===== src/rtl/pipe_stall_ctrl.sv =====
// pipe_stall_ctrl: pipeline sequencing controller for the 5-stage MIPS32 core.
// Merges ID/EX stall requests, owns the multi-cycle countdown and the flush
// sequencer, and drives the per-stage stall vector plus flush/redirect PC.
// Optional feature: define PIPE_STALL_CTRL_PERF_EN to build the saturating
// stall-cycle performance counter; otherwise perf_stall_cnt_o is tied to 0.
module pipe_stall_ctrl #(
  parameter int unsigned FLUSH_CYCLES = 1,
  parameter int unsigned CNT_W        = 6
) (
  input  logic             clk,
  input  logic             rst,
  input  logic             stallreq_id_i,
  input  logic             stallreq_ex_i,
  input  logic             mc_start_i,
  input  logic [CNT_W-1:0] mc_cycles_i,
  input  logic             flush_req_i,
  input  logic [31:0]      flush_pc_i,
  output logic [5:0]       stall_o,
  output logic             flush_o,
  output logic [31:0]      new_pc_o,
  output logic             busy_o,
  output logic [31:0]      perf_stall_cnt_o
);

  localparam logic [5:0] STALL_ID = 6'b000111;
  localparam logic [5:0] STALL_EX = 6'b001111;
  localparam logic [2:0] FL_LOAD  = 3'(FLUSH_CYCLES);

  typedef enum logic [1:0] {
    ST_RUN,
    ST_MULTI,
    ST_FLUSH
  } state_t;

  state_t             r_state;
  state_t             w_state_nxt;
  logic [CNT_W-1:0]   r_mc_cnt;
  logic [CNT_W-1:0]   w_mc_cnt_nxt;
  logic [2:0]         r_fl_cnt;
  logic [2:0]         w_fl_cnt_nxt;
  logic [31:0]        r_new_pc;
  logic [31:0]        w_new_pc_nxt;
  logic               r_busy;
  logic [5:0]         w_stall;

  // State, counters, redirect PC and busy flag registers
  always_ff @(posedge clk or posedge rst) begin
    if (rst) begin
      r_state  <= ST_RUN;
      r_mc_cnt <= '0;
      r_fl_cnt <= '0;
      r_new_pc <= '0;
      r_busy   <= 1'b0;
    end else begin
      r_state  <= w_state_nxt;
      r_mc_cnt <= w_mc_cnt_nxt;
      r_fl_cnt <= w_fl_cnt_nxt;
      r_new_pc <= w_new_pc_nxt;
      r_busy   <= (w_state_nxt != ST_RUN);
    end
  end

  // Next-state, counter updates and combinational stall vector by priority
  always_comb begin
    w_state_nxt  = r_state;
    w_mc_cnt_nxt = r_mc_cnt;
    w_fl_cnt_nxt = r_fl_cnt;
    w_new_pc_nxt = r_new_pc;
    w_stall      = '0;
    unique case (r_state)
      ST_RUN: begin
        if (flush_req_i) begin
          w_state_nxt  = ST_FLUSH;
          w_fl_cnt_nxt = FL_LOAD;
          w_new_pc_nxt = flush_pc_i;
        end else if (mc_start_i && (mc_cycles_i != '0)) begin
          w_stall = STALL_EX;
          // The start cycle is itself the first stall cycle, so only N-1
          // further cycles are spent in MULTI.
          if (mc_cycles_i != CNT_W'(1)) begin
            w_mc_cnt_nxt = mc_cycles_i - CNT_W'(1);
            w_state_nxt  = ST_MULTI;
          end
        end else if (stallreq_ex_i) begin
          w_stall = STALL_EX;
        end else if (stallreq_id_i) begin
          w_stall = STALL_ID;
        end
      end
      ST_MULTI: begin
        w_stall = STALL_EX;
        if (flush_req_i) begin
          w_state_nxt  = ST_FLUSH;
          w_mc_cnt_nxt = '0;
          w_fl_cnt_nxt = FL_LOAD;
          w_new_pc_nxt = flush_pc_i;
        end else if (r_mc_cnt <= CNT_W'(1)) begin
          w_state_nxt  = ST_RUN;
          w_mc_cnt_nxt = '0;
        end else begin
          w_mc_cnt_nxt = r_mc_cnt - CNT_W'(1);
        end
      end
      ST_FLUSH: begin
        if (flush_req_i) begin
          w_fl_cnt_nxt = FL_LOAD;
          w_new_pc_nxt = flush_pc_i;
        end else if (r_fl_cnt <= 3'd1) begin
          w_state_nxt  = ST_RUN;
          w_fl_cnt_nxt = '0;
        end else begin
          w_fl_cnt_nxt = r_fl_cnt - 3'd1;
        end
      end
      default: begin
        w_state_nxt = ST_RUN;
      end
    endcase
  end

  assign stall_o  = w_stall;
  assign flush_o  = (r_state == ST_FLUSH);
  assign new_pc_o = r_new_pc;
  assign busy_o   = r_busy;

`ifdef PIPE_STALL_CTRL_PERF_EN
  logic [31:0] r_perf_cnt;

  // Saturating count of cycles with any stage stalled
  always_ff @(posedge clk or posedge rst) begin
    if (rst) begin
      r_perf_cnt <= '0;
    end else if ((w_stall != '0) && (r_perf_cnt != '1)) begin
      r_perf_cnt <= r_perf_cnt + 32'd1;
    end
  end

  assign perf_stall_cnt_o = r_perf_cnt;
`else
  assign perf_stall_cnt_o = '0;
`endif

endmodule

===== config.mk =====
export PLATFORM = sky130hd
export DESIGN_NAME = pipe_stall_ctrl
export DESIGN_NICKNAME = d
export VERILOG_FILES = /design/src/rtl/pipe_stall_ctrl.sv
export SDC_FILE = /design/constraint.sdc
export NUM_CORES = 1
export LEC_CHECK = 0
export CAP_MARGIN = 20
export CORE_MARGIN = 5
export CORE_UTILIZATION = 40
export DETAILED_ROUTE_END_ITERATION = 6
export GPL_TIMING_DRIVEN = 0
export PLACE_DENSITY = 0.8
export SLEW_MARGIN = 20
export SYNTH_ARGS = -nofsm -noshare
export SYNTH_HDL_FRONTEND = slang
export SYNTH_SLANG_ARGS = --single-unit

===== constraint.sdc =====
create_clock -name clk -period 2.96 [get_ports clk]
set_clock_uncertainty 0.2 [all_clocks]
set_input_delay 0.74 -clock clk [delete_from_list [all_inputs] [get_ports clk]]
set_output_delay 0.74 -clock clk [all_outputs]
set_load 0.01 [all_outputs]

==> results.toml <==
[floorplanning]
die_area_um2 = 7480
rows = 27
die_height_um = 86.5
core_area_um2 = 5610
ios = 116
die_width_um = 86.5
initial_core_util_pct = 41.7

[finish]
regArea_um2 = 1100
final_util_pct = 62.6
area_delta_synth_final_pct = 49.9
antenna_cells = 0
drive_gt1_share_pct = 30.7
fillers = 477
final_cell_count_no_fill = 398
nets = 376
multi_input_area_um2 = 1030

[clocking]
cts_hold_buf = 0
cts.htree.levels = 2
cts_tree = "built"
path_clk_slew_ps = 80
cts.sinks = 44
cts-root-buf = "clkbuf_8"
cts-buffers-inserted = 5
clock_latency_ps = 290
cts_buffer_depth = 2

[timing]
setup_viol = 0
fmax_ghz = 0.340
timing.setup.tns_ps = 0
hold_viol_final = 0
min_period_ps = 2940
drv_slew = 0
min_period_over_period_pct = 99.4
tightest_slew_ps = 554
rsz0062_at_grt = "yes"
slew_headroom_pct = 63.0

[yosys]
syn_inst = 202
synth_cell_types = 39
synthFlopType = "dfrtp_1"
netlist.area_leader.share_pct = 47.0
netlist_area_um2 = 2340
yosysSeqAreaShare_pct = 47.0
yosysMostFrequentCell = "dfrtp_1"
synth_top_area_cell = "dfrtp_1"
ys_warn_count = 0
syn_area_per_cell_um2 = 11.6
synth.top_cells.by_count = "44 x dfrtp_1, 37 x buf_4, 33 x mux2_2"
synth_seq_cells = 44
synth.top_cells.by_area = "dfrtp_1 47%, mux2_2 16%, buf_4 12%"
synth_edf_count = 0
async_reset_ff_share_pct = 100

[job]
drv_cap = 0

[worst_setup_path]
path_max_fanout = 3
cp_slowest_cell = "or4_4"
cp_slowest_stage_delay_ps = 520
cp.required_ps = 2020
cp_top_family = "simple AND/OR/NAND/NOR gates"
path_buf_inv = 3
worst_path_most_repeated_cell = "buf_6"
arrival_ps = 2000
end_kind = "primary output"
path_class = "input port to primary output"
reg2reg_slack_ps = 670
crit_chain = "buf_8 > or4_4 > o21ai_1 > a21oi_1 > a21o_1 > buf_6 > buf_6"
critPathLaunchType = "input port"

[route]
vias = 1798
wl_per_cell_um = 13.5
ant_nets = 0
routed_wl_um = 5380
dr.pass1.iters = 4
drc = 0
via_per_inst = 4.52
drt_iter0_markers = 45

[global_route]
grt_overflow = 0
grt_pass1_vias = 1752
antenna_found_initial = 0
grt_pass1_wl_um = 8600
grt_max_degree = 25
gr-usage-all-layers_pct = 14.2

[placement]
place_congestion = 0.796
port_buffers = 81
hpwl_um = 4330
dp_cells = 389

[pwr]
power_density_nw_per_um2 = 563
p_total_w = 0.00198
leakage_nw = 1.62
ir_drop_mv = 0.334

[run_status]
outcome = "finished, final reports clean"

[hold_path]
min_path_type = "flop to flop"
==> final cells by class <==
class                   count  share of cell area, %
flip-flops and latches     44                   31.4
multi-input cells         137                   29.4
repair buffers             84                   24.2
plain buffers              43                   9.06
well taps                  72                   2.57
clock buffers               6                   2.07
inverters                  11                   1.18
clock inverters             1                  0.143
==> timing repair <==
action                                  4_1_cts  5_1_grt
pin swaps                                     3        2
resized for setup                            44        4
endpoints found under the setup margin        4        2
gates cloned                                  0        0
buffers inserted                              1        1
hold endpoints to repair                      0        0
==> per-layer routing <==
| layer | up-vias | global-route usage (%) | share of wire (%) |
|---|---|---|---|
| met5 | - | 0 | 0 |
| met4 | 0 | 4.25 | 0.67 |
| met3 | 4 | 2.57 | 8.1 |
| met2 | 77 | 23.5 | 49 |
| met1 | 837 | 19.1 | 43 |
| li1 | 880 | - | - |
==> power breakdown <==
part	switching, W	leakage (nW)	total [W]	internal (W)
registers	0.000102	0.521	0.000834	0.000732
logic	0.000330	1.05	0.000794	0.000463
clock network	0.000186	0.0410	0.000347	0.000161
==> stage by stage <==
stage          area (µm²)  setup slack (ps)  hold slack [ps]
4_1_cts              3490             0.626              313
2_1_floorplan        2460               108              262
5_1_grt              3510             -19.2              324
6_report             3510              16.3              306
3_5_place_dp         3390              -838              291
3_3_place_gp         3370              -815              283
==> registers in the layout, summed over array words and instances (netlist names) <==
| register | flops |
|---|---|
| r_state | 2 |
| new_pc_o | 32 |
| r_fl_cnt | 3 |
| busy_o | 1 |
| r_mc_cnt | 6 |
==> cells by family (layout without fill, tap and decap cells) <==
group / after synthesis / after routing / synth area share (%)
compound gates: 31 / 31 / 10.2
xor+xnor: 2 / 2 / 0.748
fa+ha+maj: 6 / 6 / 3.21
buf+inv: 54 / 145 / 15.0
flops: 44 / 44 / 47.0
mux: 35 / 35 / 17.2
other cells: 1 / 34 / 0.160
simple gates: 29 / 29 / 6.47
==> final timing paths <==
path,startpoint,end,depth (start not counted)
max reg2reg,r_state[1],new_pc_o[12],5
min reg2reg,new_pc_o[30],new_pc_o[30],1
min in group asynchronous,rst,new_pc_o[30],2
max in group asynchronous,rst,new_pc_o[18],3
min,new_pc_o[30],new_pc_o[30],1
max,mc_cycles_i[5],stall_o[2],7
==> cell usage in the layout, fill, tap and decap left out, types with 3 or more instances in the layout <==
cell             instances
clkdlybuf4s50_1         70
dfrtp_1                 44
buf_4                   38
conb_1                  34
mux2_2                  33
inv_1                    9
nor2_1                   8
buf_6                    6
nand2_1                  6
o22ai_1                  5
ha_1                     5
clkbuf_8                 5
buf_2                    4
clkbuf_1                 4
nor3_1                   3
a21o_1                   3
o211ai_1                 3
Power figures use the tool's default switching activity.
